<file path="config.mk">
export PLATFORM = sky130hd
export DESIGN_NAME = btn_event_ctrl
export DESIGN_NICKNAME = d
export VERILOG_FILES = /design/src/rtl/btn_ctrl_pkg.sv /design/src/rtl/btn_channel.sv /design/src/rtl/btn_event_ctrl.sv
export SDC_FILE = /design/constraint.sdc
export NUM_CORES = 1
export LEC_CHECK = 0
export BUFFER_PORTS_ARGS = -buffer_cell sky130_fd_sc_hd__buf_4
export CAP_MARGIN = 25
export CORE_AREA = 2 2 88 90
export CTS_CLUSTER_SIZE = 28
export DETAILED_ROUTE_END_ITERATION = 16
export DIE_AREA = 0 0 90 92
export GPL_TIMING_DRIVEN = 0
export PLACE_DENSITY_LB_ADDON = 0.3
export SLEW_MARGIN = 30
export SYNTH_ARGS = -nofsm -noshare
export SYNTH_HDL_FRONTEND = slang
export SYNTH_SLANG_ARGS = --single-unit
</file>
<file path="constraint.sdc">
create_clock -name clk -period 7.9 [get_ports clk]
set_clock_uncertainty 0.15 [all_clocks]
set_input_delay 1.185 -clock clk [delete_from_list [all_inputs] [get_ports clk]]
set_output_delay 1.185 -clock clk [all_outputs]
set_load 0.005 [all_outputs]
</file>
<file path="src/rtl/btn_ctrl_pkg.sv">
// Shared types for the button event controller: debounce FSM states and
// event_type codes.
package btn_ctrl_pkg;

  typedef enum logic [1:0] {
    STABLE_LO = 2'd0,
    CHK_HI    = 2'd1,
    STABLE_HI = 2'd2,
    CHK_LO    = 2'd3
  } btn_state_e;

  localparam logic [1:0] EV_PRESS   = 2'b00;
  localparam logic [1:0] EV_RELEASE = 2'b01;
  localparam logic [1:0] EV_LONG    = 2'b10;
  localparam logic [1:0] EV_RSVD    = 2'b11;

endpackage

</file>
<file path="src/rtl/btn_channel.sv">
// One button channel: 2-flop synchronizer, debounce FSM and counter.
// Optional LONG_PRESS_EN adds a saturating hold counter in STABLE_HI.
module btn_channel
  import btn_ctrl_pkg::*;
#(
  parameter int N_MAX = 50
`ifdef LONG_PRESS_EN
  , parameter int LONG_MAX = 50000
`endif
) (
  input  logic i_clk,
  input  logic i_rst_a_n,
  input  logic i_btn,
  output logic o_level,
  output logic o_press_set,
  output logic o_rel_set
`ifdef LONG_PRESS_EN
  , output logic o_long_set
`endif
);

  // N_MAX >= 2: the entry sample is the first of the N_MAX matching samples,
  // so acceptance happens while the counter holds N_MAX-2.
  localparam int CNT_W = (N_MAX > 1) ? $clog2(N_MAX) : 1;
  localparam logic [CNT_W-1:0] CNT_LAST = CNT_W'(N_MAX - 2);

  logic             r_sync1;
  logic             r_sync2;
  btn_state_e       r_state;
  logic [CNT_W-1:0] r_cnt;
  logic             r_level;

  assign o_level     = r_level;
  assign o_press_set = (r_state == CHK_HI) && r_sync2 && (r_cnt == CNT_LAST);
  assign o_rel_set   = (r_state == CHK_LO) && !r_sync2 && (r_cnt == CNT_LAST);

  // Two-flop synchronizer for the raw button level
  always_ff @(posedge i_clk or negedge i_rst_a_n) begin
    if (!i_rst_a_n) begin
      r_sync1 <= 1'b0;
      r_sync2 <= 1'b0;
    end else begin
      r_sync1 <= i_btn;
      r_sync2 <= r_sync1;
    end
  end

  // Debounce FSM with qualification counter and registered level
  always_ff @(posedge i_clk or negedge i_rst_a_n) begin
    if (!i_rst_a_n) begin
      r_state <= STABLE_LO;
      r_cnt   <= '0;
      r_level <= 1'b0;
    end else begin
      case (r_state)
        STABLE_LO: begin
          if (r_sync2) begin
            r_state <= CHK_HI;
            r_cnt   <= '0;
          end else begin
            r_state <= STABLE_LO;
          end
        end
        CHK_HI: begin
          if (!r_sync2) begin
            r_state <= STABLE_LO;
          end else if (r_cnt == CNT_LAST) begin
            r_state <= STABLE_HI;
            r_level <= 1'b1;
          end else begin
            r_cnt <= r_cnt + CNT_W'(1);
          end
        end
        STABLE_HI: begin
          if (!r_sync2) begin
            r_state <= CHK_LO;
            r_cnt   <= '0;
          end else begin
            r_state <= STABLE_HI;
          end
        end
        CHK_LO: begin
          if (r_sync2) begin
            r_state <= STABLE_HI;
          end else if (r_cnt == CNT_LAST) begin
            r_state <= STABLE_LO;
            r_level <= 1'b0;
          end else begin
            r_cnt <= r_cnt + CNT_W'(1);
          end
        end
        default: begin
          r_state <= STABLE_LO;
          r_cnt   <= '0;
          r_level <= 1'b0;
        end
      endcase
    end
  end

`ifdef LONG_PRESS_EN
  // LONG_MAX >= 2; the long strobe fires as the counter reaches LONG_MAX-1.
  localparam int HOLD_W = (LONG_MAX > 1) ? $clog2(LONG_MAX) : 1;
  localparam logic [HOLD_W-1:0] HOLD_LAST = HOLD_W'(LONG_MAX - 1);

  logic [HOLD_W-1:0] r_hold;
  logic              w_holding;

  assign w_holding  = (r_state == STABLE_HI) && r_sync2;
  assign o_long_set = w_holding && (r_hold == HOLD_LAST - HOLD_W'(1));

  // Hold counter: runs while stably pressed, saturates, clears on leaving
  always_ff @(posedge i_clk or negedge i_rst_a_n) begin
    if (!i_rst_a_n) begin
      r_hold <= '0;
    end else if (!w_holding) begin
      r_hold <= '0;
    end else if (r_hold != HOLD_LAST) begin
      r_hold <= r_hold + HOLD_W'(1);
    end else begin
      r_hold <= r_hold;
    end
  end
`endif

endmodule

</file>
<file path="src/rtl/btn_event_ctrl.sv">
// Debounced multi-button event controller: per-channel pending bits and a
// round-robin event presenter. Optional macro: LONG_PRESS_EN (long-press events).
module btn_event_ctrl
  import btn_ctrl_pkg::*;
#(
  parameter int N_BTN    = 4,
  parameter int N_MAX    = 50,
  parameter int LONG_MAX = 50000
) (
  input  logic                                     clk,
  input  logic                                     rst_a_n,
  input  logic [N_BTN-1:0]                         btn_in,
  output logic [N_BTN-1:0]                         btn_level,
  output logic                                     event_valid,
  input  logic                                     event_ready,
  output logic [((N_BTN > 1) ? $clog2(N_BTN) : 1)-1:0] event_id,
  output logic [1:0]                               event_type,
  output logic                                     overflow
);

  localparam int ID_W = (N_BTN > 1) ? $clog2(N_BTN) : 1;

  logic [N_BTN-1:0] w_level;
  logic [N_BTN-1:0] w_press_set;
  logic [N_BTN-1:0] w_rel_set;
  logic [N_BTN-1:0] w_long_pend;
  logic [N_BTN-1:0] w_press_clr;
  logic [N_BTN-1:0] w_rel_clr;
  logic [N_BTN-1:0] w_served_oh;
  logic             w_hs;
  logic             w_ovf;
  logic             w_long_ovf;

  logic [N_BTN-1:0] r_press_pend;
  logic [N_BTN-1:0] r_rel_pend;
  logic             r_event_valid;
  logic [ID_W-1:0]  r_event_id;
  logic [1:0]       r_event_type;
  logic             r_overflow;
  logic [ID_W-1:0]  r_rr_ptr;

  logic             w_sel_found;
  logic [ID_W-1:0]  w_sel_id;
  logic [1:0]       w_sel_type;
  logic [ID_W-1:0]  w_cand;

`ifdef LONG_PRESS_EN
  logic [N_BTN-1:0] w_long_set;
  logic [N_BTN-1:0] w_long_clr;
  logic [N_BTN-1:0] r_long_pend;
`endif

  for (genvar g = 0; g < N_BTN; g++) begin : g_ch
    btn_channel #(
      .N_MAX(N_MAX)
`ifdef LONG_PRESS_EN
      , .LONG_MAX(LONG_MAX)
`endif
    ) u_ch (
      .i_clk      (clk),
      .i_rst_a_n  (rst_a_n),
      .i_btn      (btn_in[g]),
      .o_level    (w_level[g]),
      .o_press_set(w_press_set[g]),
      .o_rel_set  (w_rel_set[g])
`ifdef LONG_PRESS_EN
      , .o_long_set(w_long_set[g])
`endif
    );
  end

  assign btn_level   = w_level;
  assign event_valid = r_event_valid;
  assign event_id    = r_event_id;
  assign event_type  = r_event_type;
  assign overflow    = r_overflow;

  assign w_hs        = r_event_valid && event_ready;
  assign w_served_oh = N_BTN'(1) << r_event_id;
  assign w_press_clr = (w_hs && (r_event_type == EV_PRESS))   ? w_served_oh : '0;
  assign w_rel_clr   = (w_hs && (r_event_type == EV_RELEASE)) ? w_served_oh : '0;

  // A set that lands on an already-pending bit not served this cycle is lost
  assign w_ovf = (|(w_press_set & r_press_pend & ~w_press_clr)) ||
                 (|(w_rel_set & r_rel_pend & ~w_rel_clr)) || w_long_ovf;

`ifdef LONG_PRESS_EN
  assign w_long_clr  = (w_hs && (r_event_type == EV_LONG)) ? w_served_oh : '0;
  assign w_long_pend = r_long_pend;
  assign w_long_ovf  = |(w_long_set & r_long_pend & ~w_long_clr);

  // Long-press pending bits, set wins over a same-cycle clear
  always_ff @(posedge clk or negedge rst_a_n) begin
    if (!rst_a_n) begin
      r_long_pend <= '0;
    end else begin
      r_long_pend <= (r_long_pend & ~w_long_clr) | w_long_set;
    end
  end
`else
  logic w_unused_long;
  assign w_unused_long = (LONG_MAX > 0);
  assign w_long_pend   = '0;
  assign w_long_ovf    = 1'b0;
`endif

  // Press/release pending bits and sticky overflow
  always_ff @(posedge clk or negedge rst_a_n) begin
    if (!rst_a_n) begin
      r_press_pend <= '0;
      r_rel_pend   <= '0;
      r_overflow   <= 1'b0;
    end else begin
      r_press_pend <= (r_press_pend & ~w_press_clr) | w_press_set;
      r_rel_pend   <= (r_rel_pend & ~w_rel_clr) | w_rel_set;
      r_overflow   <= r_overflow | w_ovf;
    end
  end

  // Round-robin pick starting at r_rr_ptr; press > release > long per channel
  always_comb begin
    w_sel_found = 1'b0;
    w_sel_id    = '0;
    w_sel_type  = EV_PRESS;
    w_cand      = '0;
    for (int k = 0; k < N_BTN; k++) begin
      w_cand = ((int'(r_rr_ptr) + k) >= N_BTN) ? ID_W'(int'(r_rr_ptr) + k - N_BTN)
                                                : ID_W'(int'(r_rr_ptr) + k);
      if (!w_sel_found && (r_press_pend[w_cand] || r_rel_pend[w_cand] || w_long_pend[w_cand])) begin
        w_sel_found = 1'b1;
        w_sel_id    = w_cand;
        if (r_press_pend[w_cand]) begin
          w_sel_type = EV_PRESS;
        end else if (r_rel_pend[w_cand]) begin
          w_sel_type = EV_RELEASE;
        end else begin
          w_sel_type = EV_LONG;
        end
      end else begin
        w_sel_found = w_sel_found;
      end
    end
  end

  // Event presenter: holds the event until handshake, idles one cycle after
  always_ff @(posedge clk or negedge rst_a_n) begin
    if (!rst_a_n) begin
      r_event_valid <= 1'b0;
      r_event_id    <= '0;
      r_event_type  <= EV_PRESS;
      r_rr_ptr      <= '0;
    end else if (r_event_valid) begin
      r_event_valid <= !event_ready;
    end else if (w_sel_found) begin
      r_event_valid <= 1'b1;
      r_event_id    <= w_sel_id;
      r_event_type  <= w_sel_type;
      r_rr_ptr      <= (w_sel_id == ID_W'(N_BTN - 1)) ? '0 : (w_sel_id + ID_W'(1));
    end else begin
      r_event_valid <= 1'b0;
    end
  end

endmodule

</file>
After elaboration in Yosys (flattened, before gate mapping)
Index checks and enable logic that the tools add are counted.
{"block": "classes", "n_addsub": 12, "order_cmp": 8, "eq_ne": 50, "shift": 1, "muxes": 125, "bitwise_logic": 12, "n_reduce_logical": 63}
{"cell": "$mux W6", "count": 20}
{"cell": "$pmux W6 S4", "count": 4}
{"cell": "$mux W2", "count": 37}
{"cell": "$mux W1", "count": 42}
{"cell": "$ne A2 B2 Y1 const B", "count": 16}
{"cell": "$pmux W2 S4", "count": 4}
{"cell": "$add A6 B1 Y6 const B", "count": 4}
{"cell": "$and A4 B4 Y4", "count": 6}
{"cell": "$bmux W1 S2", "count": 12}
{"cell": "$eq A6 B6 Y1 const B", "count": 4}
{"cell": "$logic_and A1 B1 Y1", "count": 22}
{"cell": "$reduce_and A5 Y1", "count": 4}
{"cell": "$eq A2 B2 Y1 const B", "count": 9}
{"cell": "$ne A2 B1 Y1 const B", "count": 8}
{"cell": "$reduce_and A4 Y1", "count": 4}
{"cell": "$lt A2 B3 Y1 const B", "count": 4}
{"cell": "$ne A3 B2 Y1 const B", "count": 4}
{"cell": "$ne A3 B3 Y1 const B", "count": 4}
{"cell": "$eq A2 B1 Y1 const B", "count": 5}
{"cell": "$logic_not A2 Y1", "count": 5}
{"cell": "$reduce_and A2 Y1", "count": 5}
{"cell": "$ge A3 B3 Y1 const B", "count": 3}
{"cell": "$logic_or A1 B1 Y1", "count": 9}
{"cell": "$logic_not A1 Y1", "count": 8}
{"cell": "other kinds (14)", "count": 28}
{"block": "totals", "ff_bits": 60, "input_bits": 7, "out_inout_bits": 10}

Depth between registers and ports, before layout
{"block": "logic_depth", "ltp_word": 18, "ltp_mapped": 9, "ltp_nobuf": 8}

Modules after synthesis
A second synthesis with hierarchy kept.
{"block": "hier_totals", "cells_unflattened": 309, "hier_area_um2": 3380.7}
{"mod": "btn_channel", "n_inst": 4, "cells_per_inst": 53, "area_per_inst_um2": 565.5, "seq_area_each_um2": 275.3}
{"mod": "btn_event_ctrl", "n_inst": 1, "cells_per_inst": 97, "area_per_inst_um2": 1118.6, "seq_area_each_um2": 400.4}

Worst setup path after synthesis
Ideal clock, no wire load.
{"block": "synth_timing", "path_kind": "reg2reg", "startpoint": "register r_rr_ptr[0]", "endpoint": "register r_rr_ptr[1]", "t_arrival_ns": 2.274, "t_required_ns": 7.625, "slack_ns": 5.351, "path_stages_with_launch": 8, "n_path_buf": 0, "path_cell_list": "dfrtp_1 > mux4_1 > nor2_2 > mux2_2 > o31ai_1 > o31ai_1 > ha_1 > mux2_4"}
{"block": "synth_between", "elab_chain_cells": 18, "elab_cells_between_ends": 65}
{"item": "from (decl)", "line": "btn_event_ctrl.sv:40", "rtl": "logic [ID_W-1:0] r_rr_ptr;"}
{"item": "from (signal assigned)", "line": "btn_event_ctrl.sv:158", "rtl": "r_rr_ptr <= (w_sel_id == ID_W'(N_BTN - 1)) ? '0 : (w_sel_id + ID_W'(1));"}
{"item": "branches (longest 15 deep; another with $add A2 B1 Y3)"}
{"item": "$mux W2 (*)", "line": "btn_event_ctrl.sv:129", "rtl": "if (!w_sel_found && (r_press_pend[w_cand] || r_rel_pend[w_cand] || w_long_pend[w_cand])) begin"}
{"item": "via w_sel_id[1]", "line": "btn_event_ctrl.sv:43", "rtl": "logic [ID_W-1:0] w_sel_id;"}
{"item": "$add A2 B1 Y2 / $eq A2 B2 Y1 (equally long branches)", "line": "btn_event_ctrl.sv:158"}
{"item": "$mux W2 (*)", "line": "btn_event_ctrl.sv:158"}
Mark *: on every way through the listed nets, which the timed path passes. The select of a mux whose other input is x is not followed.
A chain may end at the register's enable or synchronous reset.

Worst setup path after layout
{"block": "layout_timing", "startpoint": "register r_rr_ptr[1]", "endpoint": "register r_rr_ptr[1]"}
The elaborated chain is that of the path after synthesis.

==> metrics.yaml <==
synth_top_cells_by_count: "dfrtp_1, o21ai_0, nand2_1"
dp_hpwl_um: 4040
cpMostUsedCell: "o31ai_1"
end_kind: "flop"
cp_data_arrival_time_ns: 2.82
cts_root_buf: "clkbuf_8"
fmax_mhz: 364
cts_tree: "done"
hold_class: "reg2reg"
firstDrtPassIters: 4
grt_max_degree: 61
finalSetupTns_ns: 0
ys_types: 51
max_cap_violations: 0
overflow: 0
gp_congestion: 0.930
instances_no_fill: 446
antenna_found_initial: 0
netlist_area_mm2: 0.00318
synth_top_area_share: 0.473
wl_per_cell_um: 12.9
static-leakage-power_nw: 1.62
final-hold-violation-count: 0
nets: 355
cts_setup_buffers: 0
worst_pin_slew_ns: 0.749
area_growth_pct: 15.2
grt_pass1_wl_um: 10200
period_share: 0.348
cp_data_required_time_ns: 7.97
met3WireLength_um: 211
drc_errors: 0
syn-num-nets: 328
initial_utilization: 0.427
synth_most_common_cell: "dfrtp_1"
syn_inst: 312
grt_use_total: 0.155
status: "complete, no violations"
whs_ns: 0.198
cts_resized: 0
synth-main-ff-cell: "dfrtp_1"
num_rows: 32
coreArea_mm2: 0.00745
insertion_delay_ns: 0.34
layout-drive-gt1-share: 0.166
fin_crit_ns: 2.75
cp_cell_sequence: "mux4_2 > nor2_2 > mux2_2 > o31ai_1 > o31ai_1 > ha_1 > mux2_4"
crit_slowest_cell: "mux4_2"
slowest_delay_ns: 0.57
dp.cells: 430
die-height_um: 92
peakVddDrop_mv: 0.123
io_buffers: 16
r2r-start: "r_rr_ptr[1]"
synthArstFlopShare: 1.00
setup_viol_count_final: 0
top_layer: "met4"
rsz0062_at_grt: "false"
hold_start: "g_ch[3].u_ch.r_sync1"
seq_area_frac_synth: 0.473
met2_length_um: 2760
yosys_warnings: 0
antennaDiodeCount: 0
drt-vias-per-instance: 5.26
power_density_mw_per_mm2: 335
path_class: "reg2reg"
cpLargestDelayFamily: "multiplexers"
relSlewSlack: 0.501
pin_count: 17
cp_num_buf_inv: 0
detail-route-antenna-nets: 0
m1WireLength_um: 2640
wl_um: 5730
synth_edf_count: 0
num_vias: 2348
clk_path_buf_depth: 2
cts-buffers-inserted: 9
clk_pin_slew_ns: 0.07
die_area_mm2: 0.00828
cp_max_fo: 6
yosys-top-cells-area: "dfrtp_1, o21ai_0, mux4_2, ha_1, nand2_1"
synth_top_area_cell: "dfrtp_1"
worstSetupStartpoint: "r_rr_ptr[1]"
power_mw: 1.23
htree_levels: 3
grt_pass1_vias: 2337
ys_ff_latch: 60
clkSinkCount: 60
ctsHoldBuffers: 0
fp.dieW_um: 90
avgSynthCellArea_um2: 10.2
final_max_slew_viol_count: 0
drt_iter0_markers: 74
crit_path_start_kind: "flop"
cell type report:
class / count / area [um^2]
fillers: 701 / 3790
multi-input cells: 219 / 1520
flip-flops and latches: 60 / 1500
clock buffers: 12 / 165
well taps: 102 / 128
repair buffers: 16 / 120
inverters: 26 / 97.6
clock inverters: 4 / 70.1
plain buffers: 7 / 56.3
stage by stage:
stage / util / setup slack [ns] / cell area [um^2]
floorplan: - / 5.35 / 3180
global placement: 0.460 / 5.16 / 3420
detailed placement: 0.460 / 5.19 / 3420
CTS: 0.491 / 5.15 / 3660
global route: 0.491 / 5.02 / 3660
finish: 0.491 / 5.15 / 3660
cells by family (layout without fill, tap and decap cells):
logic type | after synthesis | in the layout | share of synthesized area
AOI/OAI and AO/OA | 85 | 85 | 0.171
xor gates and xnor gates | 9 | 9 | 0.0248
adders and majority gates | 9 | 9 | 0.0354
buffers and inverters | 33 | 65 | 0.0484
DFF | 60 | 60 | 0.473
muxes | 12 | 12 | 0.0752
and+or+nand+nor | 104 | 104 | 0.173
metal layers:
metal  vias to the layer above  track usage
li1                       1170            -
met2                        33        0.250
met4                         0       0.0756
met5                         -            0
met1                      1135        0.194
met3                        10       0.0419
power by group:
part,total (mW),internal (mW),switching [mW],leakage (nW)
combinational,0.484,0.242,0.242,0.720
sequential,0.423,0.358,0.0645,0.781
clock,0.319,0.202,0.117,0.122
sequential cells by signal (all words and copies together), names as in the netlist, named ones only:
name	flops
g_ch.u_ch.r_cnt	24
g_ch.u_ch.o_level	4
g_ch.u_ch.r_state	4
g_ch.u_ch.r_sync1	4
g_ch.u_ch.r_sync2	4
r_press_pend	4
r_rel_pend	4
event_id	2
event_type	2
r_rr_ptr	2
event_valid	1
overflow	1
placed cells by master, fill, tap and decap left out, types with 2 or more instances in the layout:
cell type,count
and3_1,2
xnor2_1,3
clkbuf_8,12
bufinv_16,2
mux4_1,2
xor2_1,6
o22ai_1,5
buf_6,2
buf_4,20
ha_1,9
o31ai_1,6
nand3_1,16
mux4_2,6
nand4b_1,3
nor2_4,3
or3_1,2
mux2_4,2
a22o_1,5
dfrtp_1,60
o21ai_0,44
nor2_1,18
clkinv_2,2
nand2_1,28
nor3b_1,3
nor3_1,10
a21o_1,3
nand2b_1,7
inv_1,26
nand4_1,2
a21oi_1,11
worst paths after layout:
kind / endpoint / slack, ns / cells past startpoint
max in group asynchronous: r_rel_pend[2] / 6.35 / 1
worst max register to register: r_rr_ptr[1] / 5.15 / 7
worst min register to register: g_ch[3].u_ch.r_sync2 / 0.20 / 0
min in group asynchronous: g_ch[0].u_ch.r_cnt[3] / 0.77 / 1
worst min-delay path: g_ch[3].u_ch.r_sync2 / 0.20 / 0
worst max-delay path: r_rr_ptr[1] / 5.15 / 7
Power figures use the tool's default switching activity.
